File: src/rtl/np_pkg.sv
// Shared constants and state encodings for the NinPortable boot/IO block.
package np_pkg;

    // SPI flash opcodes
    localparam logic [7:0] OP_WAKE = 8'hAB;   // release from deep power-down
    localparam logic [7:0] OP_READ = 8'h03;   // plain read, 24-bit address

    // UART framing: 8N1
    localparam int UART_DATA_BITS  = 8;
    localparam int UART_STOP_BITS  = 1;
    localparam int UART_FRAME_BITS = 1 + UART_DATA_BITS + UART_STOP_BITS;

    typedef enum logic [2:0] {
        WAKE      = 3'd0,
        GAP1      = 3'd1,
        READ_CMD  = 3'd2,
        READ_BYTE = 3'd3,
        SEND      = 3'd4,
        ECHO      = 3'd5
    } boot_state_e;

    typedef enum logic [2:0] {
        RX_IDLE      = 3'd0,
        RX_START     = 3'd1,
        RX_DATA      = 3'd2,
        RX_STOP      = 3'd3,
        RX_WAIT_HIGH = 3'd4
    } rx_state_e;

    // Command word for the SPI shifter, MSB-aligned in 32 bits
    function automatic logic [31:0] spi_cmd(input logic [7:0] op, input logic [23:0] addr);
        return {op, addr};
    endfunction

endpackage

File: src/rtl/np_uart.sv
// 8N1 UART: transmitter with valid/ready byte input, receiver with 1-cycle valid pulse.
module np_uart
    import np_pkg::*;
#(
    parameter int CLKS_PER_BIT = 106
) (
    input  logic       clk,
    input  logic       reset,
    input  logic [7:0] tx_data,
    input  logic       tx_valid,
    output logic       tx_ready,
    output logic       ser_tx,
    input  logic       ser_rx,
    output logic [7:0] rx_data,
    output logic       rx_valid
);

    localparam int CNT_W = $clog2(CLKS_PER_BIT + 1);
    localparam logic [CNT_W-1:0] BIT_LAST  = CNT_W'(CLKS_PER_BIT - 1);
    localparam logic [CNT_W-1:0] HALF_LAST = CNT_W'(CLKS_PER_BIT / 2 - 1);
    localparam logic [3:0] TX_BIT_LAST = 4'(UART_FRAME_BITS - 1);
    localparam logic [2:0] RX_BIT_LAST = 3'(UART_DATA_BITS - 1);

    // TX state
    logic             tx_busy_q, tx_busy_d;
    logic [9:0]       tx_shift_q, tx_shift_d;
    logic [CNT_W-1:0] tx_cnt_q, tx_cnt_d;
    logic [3:0]       tx_bit_q, tx_bit_d;
    logic             ser_tx_q, ser_tx_d;
    logic             tx_last;

    // RX state
    logic             sync1_q, sync1_d, sync2_q, sync2_d;
    rx_state_e        rx_state_q, rx_state_d;
    logic [CNT_W-1:0] rx_cnt_q, rx_cnt_d;
    logic [2:0]       rx_bit_q, rx_bit_d;
    logic [7:0]       rx_shift_q, rx_shift_d;
    logic             rx_valid_q, rx_valid_d;

    // Final cycle of the stop bit: a new byte may be accepted here so frames abut.
    assign tx_last  = tx_busy_q && (tx_bit_q == TX_BIT_LAST) && (tx_cnt_q == BIT_LAST);
    assign tx_ready = !tx_busy_q || tx_last;
    assign ser_tx   = ser_tx_q;
    assign rx_data  = rx_shift_q;
    assign rx_valid = rx_valid_q;

    // TX: shift {stop, data, start} out LSB first; ser_tx is registered, so the
    // line follows the shift register one cycle after load.
    always_comb begin
        tx_busy_d  = tx_busy_q;
        tx_shift_d = tx_shift_q;
        tx_cnt_d   = tx_cnt_q;
        tx_bit_d   = tx_bit_q;
        if (tx_busy_q) begin
            if (tx_cnt_q == BIT_LAST) begin
                tx_cnt_d   = '0;
                tx_shift_d = {1'b1, tx_shift_q[9:1]};
                tx_bit_d   = tx_bit_q + 4'd1;
                if (tx_bit_q == TX_BIT_LAST) tx_busy_d = 1'b0;
            end else begin
                tx_cnt_d = tx_cnt_q + CNT_W'(1);
            end
        end
        if (tx_valid && tx_ready) begin
            tx_busy_d  = 1'b1;
            tx_shift_d = {1'b1, tx_data, 1'b0};
            tx_cnt_d   = '0;
            tx_bit_d   = '0;
        end
        ser_tx_d = tx_busy_q ? tx_shift_q[0] : 1'b1;
    end

    // RX: 2-flop synchronizer, mid-bit sampling. Idle is only entered after a high
    // sample, so a low seen in idle is always a falling edge.
    always_comb begin
        sync1_d    = ser_rx;
        sync2_d    = sync1_q;
        rx_state_d = rx_state_q;
        rx_cnt_d   = rx_cnt_q;
        rx_bit_d   = rx_bit_q;
        rx_shift_d = rx_shift_q;
        rx_valid_d = 1'b0;
        case (rx_state_q)
            RX_IDLE: begin
                if (!sync2_q) begin
                    rx_state_d = RX_START;
                    rx_cnt_d   = '0;
                end
            end
            RX_START: begin
                if (rx_cnt_q == HALF_LAST) begin
                    rx_cnt_d   = '0;
                    rx_bit_d   = '0;
                    rx_state_d = sync2_q ? RX_IDLE : RX_DATA;
                end else begin
                    rx_cnt_d = rx_cnt_q + CNT_W'(1);
                end
            end
            RX_DATA: begin
                if (rx_cnt_q == BIT_LAST) begin
                    rx_cnt_d   = '0;
                    rx_shift_d = {sync2_q, rx_shift_q[7:1]};
                    rx_bit_d   = rx_bit_q + 3'd1;
                    if (rx_bit_q == RX_BIT_LAST) rx_state_d = RX_STOP;
                end else begin
                    rx_cnt_d = rx_cnt_q + CNT_W'(1);
                end
            end
            RX_STOP: begin
                if (rx_cnt_q == BIT_LAST) begin
                    rx_cnt_d = '0;
                    if (sync2_q) begin
                        rx_valid_d = 1'b1;
                        rx_state_d = RX_IDLE;
                    end else begin
                        rx_state_d = RX_WAIT_HIGH;   // framing error: drop byte
                    end
                end else begin
                    rx_cnt_d = rx_cnt_q + CNT_W'(1);
                end
            end
            RX_WAIT_HIGH: begin
                if (sync2_q) rx_state_d = RX_IDLE;
            end
            default: rx_state_d = RX_IDLE;
        endcase
    end

    // State registers with synchronous reset
    always_ff @(posedge clk) begin
        if (reset) begin
            tx_busy_q  <= 1'b0;
            tx_shift_q <= '1;
            tx_cnt_q   <= '0;
            tx_bit_q   <= '0;
            ser_tx_q   <= 1'b1;
            sync1_q    <= 1'b1;
            sync2_q    <= 1'b1;
            rx_state_q <= RX_IDLE;
            rx_cnt_q   <= '0;
            rx_bit_q   <= '0;
            rx_shift_q <= '0;
            rx_valid_q <= 1'b0;
        end else begin
            tx_busy_q  <= tx_busy_d;
            tx_shift_q <= tx_shift_d;
            tx_cnt_q   <= tx_cnt_d;
            tx_bit_q   <= tx_bit_d;
            ser_tx_q   <= ser_tx_d;
            sync1_q    <= sync1_d;
            sync2_q    <= sync2_d;
            rx_state_q <= rx_state_d;
            rx_cnt_q   <= rx_cnt_d;
            rx_bit_q   <= rx_bit_d;
            rx_shift_q <= rx_shift_d;
            rx_valid_q <= rx_valid_d;
        end
    end

endmodule

File: src/rtl/np_boot_io.sv
// Boot/IO top: wakes SPI flash, streams a boot block to UART/LEDs, then echoes UART.
module np_boot_io
    import np_pkg::*;
#(
    parameter int          CLKS_PER_BIT = 106,
    parameter int          SPI_HALF     = 2,
    parameter logic [23:0] FLASH_BASE   = 24'h100000,
    parameter int          BOOT_LEN     = 16,
    parameter int          CS_GAP       = 8
) (
    input  logic       clk,
    input  logic       reset,
    output logic [7:0] leds,
    input  logic       ser_rx,
    output logic       ser_tx,
    output logic       flash_csb,
    output logic       flash_clk,
    output logic       flash_io0,
    input  logic       flash_io1,
    output logic       flash_io2,
    output logic       flash_io3
);

    localparam int DIV_W = (SPI_HALF > 1) ? $clog2(SPI_HALF) : 1;
    localparam logic [DIV_W-1:0] DIV_LAST = DIV_W'(SPI_HALF - 1);
    localparam int GAP_W = (CS_GAP > 1) ? $clog2(CS_GAP + 1) : 1;
    localparam logic [GAP_W-1:0] GAP_LAST = GAP_W'((CS_GAP > 0) ? CS_GAP - 1 : 0);
    localparam logic [16:0] BOOT_LEN_X = 17'(BOOT_LEN);

    // Sequencer state
    boot_state_e state_q, state_d;
    logic             launched_q, launched_d;   // SPI transfer of this state issued
    logic [GAP_W-1:0] gap_cnt_q, gap_cnt_d;
    logic [15:0]      byte_cnt_q, byte_cnt_d;
    logic [7:0]       leds_q, leds_d;
    logic             csb_q, csb_d;
    logic             hold_full_q, hold_full_d;
    logic [7:0]       hold_data_q, hold_data_d;

    // SPI shifter state
    logic             spi_active_q, spi_active_d;
    logic [DIV_W-1:0] spi_div_q, spi_div_d;
    logic             fclk_q, fclk_d;
    logic             io0_q, io0_d;
    logic [31:0]      spi_out_q, spi_out_d;
    logic [7:0]       spi_in_q, spi_in_d;
    logic [5:0]       spi_left_q, spi_left_d;

    // Sequencer -> shifter / UART
    logic        spi_start;
    logic [5:0]  spi_len;
    logic [31:0] spi_word;
    logic        tx_valid, tx_ready;
    logic [7:0]  tx_data, rx_data;
    logic        rx_valid;

    np_uart #(.CLKS_PER_BIT(CLKS_PER_BIT)) u_uart (
        .clk      (clk),
        .reset    (reset),
        .tx_data  (tx_data),
        .tx_valid (tx_valid),
        .tx_ready (tx_ready),
        .ser_tx   (ser_tx),
        .ser_rx   (ser_rx),
        .rx_data  (rx_data),
        .rx_valid (rx_valid)
    );

    assign leds      = leds_q;
    assign flash_csb = csb_q;
    assign flash_clk = fclk_q;
    assign flash_io0 = io0_q;
    assign flash_io2 = 1'b1;
    assign flash_io3 = 1'b1;

    // Boot sequencer: each SPI state launches one transfer, then waits for it to drain.
    always_comb begin
        state_d     = state_q;
        launched_d  = launched_q;
        gap_cnt_d   = gap_cnt_q;
        byte_cnt_d  = byte_cnt_q;
        leds_d      = leds_q;
        csb_d       = csb_q;
        hold_full_d = hold_full_q;
        hold_data_d = hold_data_q;
        spi_start   = 1'b0;
        spi_len     = '0;
        spi_word    = '0;
        tx_valid    = 1'b0;
        tx_data     = hold_data_q;
        case (state_q)
            WAKE: begin
                if (!launched_q) begin
                    spi_start  = 1'b1;
                    spi_len    = 6'd8;
                    spi_word   = {OP_WAKE, 24'h0};
                    csb_d      = 1'b0;
                    launched_d = 1'b1;
                end else if (!spi_active_q) begin
                    csb_d      = 1'b1;
                    launched_d = 1'b0;
                    gap_cnt_d  = '0;
                    state_d    = GAP1;
                end
            end
            GAP1: begin
                if (gap_cnt_q == GAP_LAST) begin
                    gap_cnt_d = '0;
                    state_d   = (BOOT_LEN == 0) ? ECHO : READ_CMD;
                end else begin
                    gap_cnt_d = gap_cnt_q + GAP_W'(1);
                end
            end
            READ_CMD: begin
                if (!launched_q) begin
                    spi_start  = 1'b1;
                    spi_len    = 6'd32;
                    spi_word   = spi_cmd(OP_READ, FLASH_BASE);
                    csb_d      = 1'b0;
                    launched_d = 1'b1;
                end else if (!spi_active_q) begin
                    launched_d = 1'b0;
                    state_d    = READ_BYTE;
                end
            end
            READ_BYTE: begin
                if (!launched_q) begin
                    spi_start  = 1'b1;
                    spi_len    = 6'd8;
                    launched_d = 1'b1;
                end else if (!spi_active_q) begin
                    launched_d = 1'b0;
                    state_d    = SEND;
                end
            end
            SEND: begin
                // SPI stays stalled with CS low so the read continues seamlessly
                tx_valid = 1'b1;
                tx_data  = spi_in_q;
                if (tx_ready) begin
                    leds_d     = spi_in_q;
                    byte_cnt_d = byte_cnt_q + 16'd1;
                    if (({1'b0, byte_cnt_q} + 17'd1) < BOOT_LEN_X) begin
                        state_d = READ_BYTE;
                    end else begin
                        csb_d   = 1'b1;
                        state_d = ECHO;
                    end
                end
            end
            ECHO: begin
                tx_valid = hold_full_q;
                if (hold_full_q && tx_ready) begin
                    leds_d      = hold_data_q;
                    hold_full_d = 1'b0;
                end
                // A byte arriving while the holding register is full is dropped
                if (rx_valid && !hold_full_q) begin
                    hold_full_d = 1'b1;
                    hold_data_d = rx_data;
                end
            end
            default: state_d = WAKE;
        endcase
    end

    // SPI mode 0 shifter: io0 updates on falling clk, io1 captured on rising clk.
    always_comb begin
        spi_active_d = spi_active_q;
        spi_div_d    = spi_div_q;
        fclk_d       = fclk_q;
        io0_d        = io0_q;
        spi_out_d    = spi_out_q;
        spi_in_d     = spi_in_q;
        spi_left_d   = spi_left_q;
        if (spi_start) begin
            spi_active_d = 1'b1;
            spi_div_d    = '0;
            fclk_d       = 1'b0;
            io0_d        = spi_word[31];
            spi_out_d    = {spi_word[30:0], 1'b0};
            spi_left_d   = spi_len;
        end else if (spi_active_q) begin
            if (spi_div_q == DIV_LAST) begin
                spi_div_d = '0;
                if (!fclk_q) begin
                    fclk_d     = 1'b1;
                    spi_in_d   = {spi_in_q[6:0], flash_io1};
                    spi_left_d = spi_left_q - 6'd1;
                end else begin
                    fclk_d = 1'b0;
                    if (spi_left_q == 6'd0) begin
                        spi_active_d = 1'b0;
                    end else begin
                        io0_d     = spi_out_q[31];
                        spi_out_d = {spi_out_q[30:0], 1'b0};
                    end
                end
            end else begin
                spi_div_d = spi_div_q + DIV_W'(1);
            end
        end
    end

    // State registers with synchronous reset; CS and clk return idle on the reset edge
    always_ff @(posedge clk) begin
        if (reset) begin
            state_q      <= WAKE;
            launched_q   <= 1'b0;
            gap_cnt_q    <= '0;
            byte_cnt_q   <= '0;
            leds_q       <= 8'h00;
            csb_q        <= 1'b1;
            hold_full_q  <= 1'b0;
            hold_data_q  <= 8'h00;
            spi_active_q <= 1'b0;
            spi_div_q    <= '0;
            fclk_q       <= 1'b0;
            io0_q        <= 1'b0;
            spi_out_q    <= '0;
            spi_in_q     <= '0;
            spi_left_q   <= '0;
        end else begin
            state_q      <= state_d;
            launched_q   <= launched_d;
            gap_cnt_q    <= gap_cnt_d;
            byte_cnt_q   <= byte_cnt_d;
            leds_q       <= leds_d;
            csb_q        <= csb_d;
            hold_full_q  <= hold_full_d;
            hold_data_q  <= hold_data_d;
            spi_active_q <= spi_active_d;
            spi_div_q    <= spi_div_d;
            fclk_q       <= fclk_d;
            io0_q        <= io0_d;
            spi_out_q    <= spi_out_d;
            spi_in_q     <= spi_in_d;
            spi_left_q   <= spi_left_d;
        end
    end

endmodule

File: config.mk
export PLATFORM = sky130hd
export DESIGN_NAME = np_boot_io
export DESIGN_NICKNAME = d
export VERILOG_FILES = /design/src/rtl/np_pkg.sv /design/src/rtl/np_uart.sv /design/src/rtl/np_boot_io.sv
export SDC_FILE = /design/constraint.sdc
export NUM_CORES = 1
export LEC_CHECK = 0
export ABC_AREA = 1
export ABC_CLOCK_PERIOD_IN_PS = 2100
export CAP_MARGIN = 20
export CORE_MARGIN = 2
export CORE_UTILIZATION = 60
export CTS_CLUSTER_DIAMETER = 60
export DETAILED_ROUTE_END_ITERATION = 10
export GPL_ROUTABILITY_DRIVEN = 0
export PLACE_DENSITY = 0.78
export SLEW_MARGIN = 10
export SYNTH_ARGS = -nofsm -noshare
export SYNTH_HDL_FRONTEND = slang
export SYNTH_SLANG_ARGS = --single-unit
export TNS_END_PERCENT = 30
File: constraint.sdc
create_clock -name clk -period 2.1 [get_ports clk]
set_clock_uncertainty 0.15 [all_clocks]
set_input_delay 0.42 -clock clk [delete_from_list [all_inputs] [get_ports clk]]
set_output_delay 0.42 -clock clk [all_outputs]
set_load 0.005 [all_outputs]
# ---- Yosys cells after proc, flatten, opt, wreduce, memory -nomap -nowiden
# Cells that the tools add are included.
dict set report totals {
  reg_bits 137
  out_inout_bits 14
  input_bits 4
}
dict set report classes {
  n_lt_le_gt_ge 1
  reduce_logical 46
  bitwise 6
  n_eq_ne 35
  add_sub_neg 9
  muxes 83
}
# operator n
set op_table {}
lappend op_table {{2-to-1 mux 32 bit} 6}
lappend op_table {{one-hot mux 32 bit (2 select lines)} 1}
lappend op_table {{2-to-1 mux 3 bit} 18}
lappend op_table {{2-to-1 mux 6 bit} 5}
lappend op_table {{2-to-1 mux 1 bit} 28}
lappend op_table {{2-to-1 mux 7 bit} 4}
lappend op_table {{2-to-1 mux 9 bit} 3}
lappend op_table {{2-to-1 mux 26 bit} 1}
lappend op_table {{!= test 2 bit (second input constant)} 13}
lappend op_table {{2-to-1 mux 8 bit} 3}
lappend op_table {{one-hot mux 7 bit (3 select lines)} 1}
lappend op_table {{one-hot mux 3 bit (6 select lines)} 1}
lappend op_table {{nonzero test 2 bit} 9}
lappend op_table {{adder 16 x 1 -> 17 bit (second input constant)} 1}
lappend op_table {{less-than comparator 17 x 5 -> 1 bit (second input constant)} 1}
lappend op_table {{adder 16 x 1 -> 16 bit (second input constant)} 1}
lappend op_table {{2-to-1 mux 4 bit} 4}
lappend op_table {{one-hot mux 8 bit (2 select lines)} 1}
lappend op_table {{AND reduction 2 bit} 8}
lappend op_table {{one-hot mux 3 bit (5 select lines)} 1}
lappend op_table {{adder 7 x 1 -> 7 bit (second input constant)} 2}
lappend op_table {{equality test 7 bit (second input constant)} 2}
lappend op_table {{equality test 3 x 2 -> 1 bit (second input constant)} 4}
lappend op_table {{equality test 3 bit (second input constant)} 4}
lappend op_table {{other kinds (30)} 58}

# ---- Depth between registers and ports, before layout
# Gate-level depths: netlist of run 1.
dict set report depth {
  depth_word 7
  mapped_depth 13
  ltp_nobuf 13
}

# ---- Hierarchy
# A second synthesis of run 1 with hierarchy kept.
dict set report hier_totals {
  hier_cells 822
  area_unflattened_um2 5695.5
}
# module area_per_inst_um2 cells_per_inst n_inst seq_area_each_um2
set by_module_without_submodules {}
lappend by_module_without_submodules {np_boot_io 3443.3 502 1 1421.4}
lappend by_module_without_submodules {np_uart 2252.2 320 1 920.9}

# ---- Worst setup path after synthesis of run 1
# Ideal clock, no wire load.
dict set report synth_path {
  path_kind {flip-flop to flip-flop}
  startpoint {register byte_cnt_q[0]}
  endpoint {register csb_q, in the netlist flash_csb}
  path_buffers 0
  slack_ns 0.353
  stages_incl_launch_ff 13
  setup_ns 0.133
  t_required_ns 1.817
  arrival_time_ns 1.464
  cell_sequence {dfxtp_1 -> ha_1 -> nand2_1 -> nor2_4 -> nand2_1 -> nand2_1 -> nand3_1 -> nor2_1 -> nand2_1 -> nor2_2 -> nand3_2 -> nand3_1 -> nand3_1}
}
dict set report synth_between {
  elab_chain_cells 4
}
# item line
set synth_rtl {}
lappend synth_rtl {{from (decl)} np_boot_io.sv:34} ;# logic [15:0] byte_cnt_q, byte_cnt_d;
lappend synth_rtl {{from (signal assigned)} np_boot_io.sv:227} ;# byte_cnt_q <= byte_cnt_d;
lappend synth_rtl {{adder 16 x 1 -> 17 bit} np_boot_io.sv:143} ;# if (({1'b0, byte_cnt_q} + 17'd1) < BOOT_LEN_X) begin
lappend synth_rtl {{less-than comparator 17 x 5 -> 1 bit} np_boot_io.sv:143}
lappend synth_rtl {{!= test 2 bit (no line)} n/a}
lappend synth_rtl {{AND reduction 5 bit (no line)} n/a}
lappend synth_rtl {{to (signal assigned)} np_boot_io.sv:229} ;# csb_q <= csb_d;
lappend synth_rtl {{to (decl)} np_boot_io.sv:36} ;# logic csb_q, csb_d;
# Every way passes these cells.
# A chain may end at the register's enable or synchronous reset.

# ---- Worst setup path after layout of run 1
dict set report layout_path {
  startpoint {register fclk_q, in the netlist flash_clk}
  endpoint {output port flash_clk}
}
# item line
set layout_rtl {}
lappend layout_rtl {{from (decl)} np_boot_io.sv:43} ;# logic fclk_q, fclk_d;
lappend layout_rtl {{from (signal assigned)} np_boot_io.sv:234} ;# fclk_q <= fclk_d;
lappend layout_rtl {{to (decl)} np_boot_io.sv:17} ;# output logic flash_clk,
# No word-level cell between the ends.

==> impl_metrics.toml, run 1 <==
[status]
outcome = "finished clean"

[synth]
synth_edf_count = 0
synth_common_cells = "122 x nand2_1, 117 x dfxtp_1, 100 x nor2_1"
synth-xor-area-share_pct = 1.44
ys_ff_latch = 117
synthSimpleGateAreaFrac_pct = 27.5
synth_compound_area_share_pct = 17.2
synthCells = 745
ys.flop_type = "dfxtp_1"
yosys.area.top_type = "dfxtp_1"
yosys.area_share.adder_pct = 2.74
synth-seq-area-share_pct = 42.8
synth_top_family_by_area = "simple AND/OR/NAND/NOR gates"
synthArstFlopShare_pct = 0
yosys-top-cells-area = "dfxtp_1 43%, nand2_1 8.4%, nor2_1 6.9%"
yosys_warnings = 0
synth.avg_cell_area_sq_um = 7.35
netlist_area_sq_um = 5480
synthMostInstantiatedCell = "nand2_1"
yosys.area.top_type_share_pct = 42.8
synth_mux_area_share_pct = 0
synth_cell_type_count = 40

[worst_setup_path]
crit_buf_inv = 1
critical_path_class = "reg2out"
crit_fanout = 5
path_delay_family = "buffers and inverters"
startpoint_type = "flip-flop"
cp_data_required_time_ps = 1530
crit_path_end_kind = "primary output"
critPathArrivalTime_ps = 1440
max_stage_delay_ps = 540
crit_path_top_delay_cell = "clkdlybuf4s50_1"
path_cells = "clkdlybuf4s50_1"

[layout]
fin_cells = 894
multi_input_area_sq_um = 2730
fin_nets = 790
drive_gt1_share_pct = 13.9
syn_to_final_growth_pct = 16.6
regArea_sq_um = 2350
fillerInstances = 676
antenna_cells = 0

[floorplan]
fp.dieArea_sq_um = 9910
io_pins = 18
rows = 34
coreArea_sq_um = 8810
initial_utilization_pct = 62.2
chipHeight_um = 99.5
die_w_um = 99.5

[job]
maxCapViolCount = 0

[timing]
tightest_slew_ps = 543
maxSlewHeadroom_pct = 63.8
slew_violations = 0
hold_viol = 0
final.setup.worst_slack_ps = 93.3
fmax_mhz = 498
grt_setup_unrepaired = "true"
setup_violations = 0
min_period_ps = 2010
fin_crit_sh_pct = 95.6

[routing]
wl_um = 12000
drc = 0
routed_via_density = 5.56
vias = 4969
wl_per_cell_um = 13.4
drt_iter0_drc = 259
dr.pass1.iters = 6
final_antenna_net_count = 0

[power_and_ir_drop]
power.switching_mw = 2.60
combPwrFrac_pct = 27.2
p_per_area_nw_per_um2 = 1200
pwr-share-clk_pct = 35.3
power.total_mw = 7.67
p_sw_share_pct = 33.9
power_leakage_nw = 2.61
ir_worst_vdd_uv = 693
cellInternalPower_mw = 5.07
pwr-share-seq_pct = 37.5

[min_path]
hold_class = "reg2reg"

[cts]
cts_tree = "built"
clock-sinks = 117
cts_root_buf = "clkbuf_8"
cts_hold_buf = 0
cts_buffers = 17
worstSkewPairLatency_ps = 500
cts.clk_slew.worst_paths_ps = 60
cts_buffer_depth = 2
htree_levels = 4

[place]
dp_cells = 858
post-place-ws_ps = 130
io_buffers = 15
hpwlAfterDp_um = 8070

[global_routing]
overflow = 0
grt_pass1_wl_um = 20500
antenna_found_initial = 0
grtUsageTotal_pct = 25.4
grt_pass1_vias = 4617
grt_max_degree = 33
## cells by family (layout without fill, tap and decap cells)
kind of cell    Yosys count  count (layout)
simple gates            328             328
compound gates          170             170
flops                   117             117
buf+inv                 108             148
fa+ha+maj                12              12
xor+xnor                  9               9
other cells               1               2
## layer usage
metal | routed length, um | track usage, %
met1 | 5280 | 32.1
met4 | 155 | 9.59
met5 | 0 | 0
met3 | 710 | 5.48
met2 | 5820 | 42.6
## final timing paths
kind | end | slack, ps | cells past startpoint | from
worst max-delay path | flash_clk | 90 | 1 | flash_clk$_SDFFE_PP0P_
worst min-delay path | u_uart.sync2_q$_SDFF_PP1_ | 270 | 1 | u_uart.sync1_q$_SDFF_PP1_
worst max register to register | u_uart.tx_shift_q[4]$_SDFFE_PP1P_ | 120 | 11 | u_uart.tx_cnt_q[1]$_SDFFE_PP0P_
worst min register to register | u_uart.sync2_q$_SDFF_PP1_ | 270 | 1 | u_uart.sync1_q$_SDFF_PP1_
## stage by stage
step	setup TNS, ps	util [%]	hold slack, ps	area, sq um
floorplan	0	-	239	5480
global placement	0	65.2	249	5740
detailed placement	0	65.2	263	5740
CTS	0	71.5	276	6300
global route	-40.9	72.5	285	6380
finish	0	72.5	269	6380
## repair_timing
item,in CTS,in global routing
setup endpoints to repair,0,53
setup buffers,0,5
resized for setup,0,19
## registers in the layout, summed over array words and instances (netlist names), 3 cells and up
register and flops:
byte_cnt_q 16, spi_out_q 11, u_uart.tx_shift_q 9, hold_data_q 8
leds 8, spi_in_q 8, u_uart.rx_data 8, u_uart.rx_cnt_q 7
u_uart.tx_cnt_q 7, spi_left_q 6, gap_cnt_q 4, u_uart.tx_bit_q 4
state_q 3, u_uart.rx_bit_q 3, u_uart.rx_state_q 3
## placed cells by master, fill, tap and decap left out, drive strengths merged, types with 4 or more instances in the layout
master	n
nand2	136
dfxtp	117
nor2	115
inv	84
o21ai	78
a21oi	57
nand3	40
clkbuf	22
buf	18
clkdlybuf4s50	15
o211ai	13
ha	12
nand4	11
or2	8
a31oi	8
xor2	7
nor3	7
nor3b	5
nand3b	5
clkinv	5
a211oi	4
## cell type report
cell class                      instances  area share (%)
Clock buffer                           22            7.09
Inverter                               84            4.98
Clock inverter                          9            1.63
Sequential cell                       117            36.8
Multi-Input combinational cell        521            42.7
Timing Repair Buffer                   33            4.66
Tap cell                              108            2.12
## power by group through the flow
stage,sequential [mW],combinational (mW),clock (mW)
after floorplan,2.80,1.59,0
after global placement,2.88,1.92,0
after detailed placement,2.90,1.99,0
after CTS,2.86,2.02,2.76
after global routing,2.92,2.38,2.84
final,2.88,2.09,2.71
Note: power is estimated with default switching activity, not from simulation.
==> inputs of run 2 (changes only) <==
--- a/config.mk
+++ b/config.mk
@@ -6,14 +6,14 @@
 export NUM_CORES = 1
 export LEC_CHECK = 0
 export ABC_AREA = 1
-export ABC_CLOCK_PERIOD_IN_PS = 2100
 export CAP_MARGIN = 20
+export CORE_ASPECT_RATIO = 1.75
 export CORE_MARGIN = 2
 export CORE_UTILIZATION = 60
 export CTS_CLUSTER_DIAMETER = 60
 export DETAILED_ROUTE_END_ITERATION = 10
 export GPL_ROUTABILITY_DRIVEN = 0
-export PLACE_DENSITY = 0.78
+export PLACE_DENSITY = 0.8
 export SLEW_MARGIN = 10
 export SYNTH_ARGS = -nofsm -noshare
 export SYNTH_HDL_FRONTEND = slang
==> run 2 against run 1 <==
Compared with the run above: via count hardly changed; count of clock-buffer cells in the layout grew 3; worst setup slack gained 49 ps; highest routed layer unchanged; combinational power hardly changed; global-route usage is 1.1 points higher; final area up 0.73%; first-iteration DRC count is 5.8% lower; utilization is 0.88 points lower; critical path depth increased by 10; sequential cell count is the same.
==> impl_metrics.toml, run 2 (synthesized netlist as in run 1, its figures left out) <==
[status]
outcome = "finished clean"

[worst_setup_path]
crit_path_end_kind = "flip-flop"
regToRegSetupSlack_ps = 140
r2r-end = "u_uart.tx_shift_q[5]$_SDFFE_PP1P_"
critPathArrivalTime_ps = 2100
cp_data_required_time_ps = 2240
reg2reg_depth = 11
crit_fanout = 6
critical_path_class = "reg2reg"
startpoint_type = "flip-flop"
startpoint = "u_uart.tx_cnt_q[1]$_SDFFE_PP0P_"
r2r-start = "u_uart.tx_cnt_q[1]$_SDFFE_PP0P_"

[routing]
vias = 4968
dr.pass1.iters = 4
wl_per_cell_um = 13.8
drt_iter0_drc = 244
routed_via_density = 5.50
final_antenna_net_count = 0
drc = 0
wl_um = 12500

[timing]
slew_violations = 0
fin_crit_sh_pct = 93.2
min_period_ps = 1960
fmax_mhz = 511
hold_viol = 0
maxSlewHeadroom_pct = 66.7
tightest_slew_ps = 500
setup_violations = 0
tns_ps = 0

[cts]
clock-sinks = 117
cts.clk_slew.worst_paths_ps = 50
htree_levels = 4
cts_tree = "built"
cts_root_buf = "clkbuf_16"
worstSkewPairLatency_ps = 420
cts_hold_buf = 0
cts_buffer_depth = 2
cts_buffers = 17

[place]
hpwlAfterDp_um = 8420
io_buffers = 15

[global_routing]
grt_pass1_wl_um = 21300
overflow = 0
antenna_found_initial = 0
grt_pass1_vias = 4875
grt_max_degree = 46
grtUsageTotal_pct = 26.5

[layout]
final_common_cell = "nand2_1"
final_cell_mix = "122 x nand2_1, 113 x dfxtp_1, 100 x nor2_1"
largestRegisters = "byte_cnt_q x16, spi_out_q x11, u_uart.tx_shift_q x9"
antenna_cells = 0
multi_input_area_sq_um = 2720
drive_gt1_share_pct = 12.9
largest_reg_flops = 16
fillerInstances = 745
syn_to_final_growth_pct = 17.5
fin_nets = 787
top_register = "byte_cnt_q"
regArea_sq_um = 2350

[floorplan]
fp.dieArea_sq_um = 9940
initial_utilization_pct = 61.0
chipHeight_um = 130
coreArea_sq_um = 8980
rows = 46
die_w_um = 76.2
io_pins = 18

[power_and_ir_drop]
p_per_area_nw_per_um2 = 1240
power_leakage_nw = 2.63
power.total_mw = 8.00
ir_worst_vdd_uv = 762

[min_path]
hold_end = "u_uart.sync2_q$_SDFF_PP1_"
worstHoldStart = "u_uart.sync1_q$_SDFF_PP1_"
hold_depth = 1
hold_class = "reg2reg"

[job]
maxCapViolCount = 0
run 2: critical path: stages (launching register included):
cell and delay [ps]:
dfxtp_1 330, inv_1 60, ha_1 130, nand3_1 110, nor2_2 150, nand3_1 120, nand2_4 120, inv_2 70
nor2_4 200, inv_2 90, nor2_1 190, o211ai_1 120
run 2: through the flow:
step                instances  utilization, %  area (sq um)  setup WS (ps)  hold slack (ps)
finish                    904            71.6          6430            142              263
global route              904            71.6          6430          -8.18              266
CTS                       900            71.0          6370           54.5              264
detailed placement        868            63.9          5740           92.3              247
global placement          868            63.9          5740            130              248
floorplan                 746               -          5480            353              239
run 2: power breakdown:
group | switching (mW) | leakage [nW] | internal [mW]
Combinational | 1.32 | 1.37 | 0.753
Sequential | 0.309 | 0.952 | 2.57
Clock | 0.991 | 0.309 | 2.05
Total | 2.63 | 2.63 | 5.37
run 2: per-layer routing:
metal	up-vias	GRT usage (%)	wire length, um
met2	98	50.1	6830
met3	45	5.77	363
met4	0	15.6	440
met5	-	0	0
met1	2310	26.6	4840
li1	2515	-	-
run 2: worst max path at each step:
| stage | to | slack, ps |
|---|---|---|
| finish | u_uart.tx_shift_q[5]$_SDFFE_PP1P_ | 140 |
| CTS | u_uart.tx_shift_q[7]$_SDFFE_PP1P_ | 50 |
| global placement | byte_cnt_q[14]$_SDFFE_PP0P_ | 130 |
| floorplan | flash_csb$_SDFFE_PP1P_ | 350 |
| detailed placement | u_uart.tx_shift_q[7]$_SDFFE_PP1P_ | 90 |
| global route | u_uart.tx_shift_q[5]$_SDFFE_PP1P_ | -8 |
run 2: cell type report:
cell class | count | share of cell area [%]
clock buffers | 25 | 8.02
well taps | 120 | 2.33
inverters | 84 | 4.94
flip-flops and latches | 117 | 36.5
repair buffers | 29 | 4.16
clock inverters | 7 | 1.81
multi-input cells | 522 | 42.2
run 2: repair_timing:
action                     in CTS  in global routing
setup buffers                   0                  3
setup endpoints to repair       0                 31
gates resized for setup         0                 11
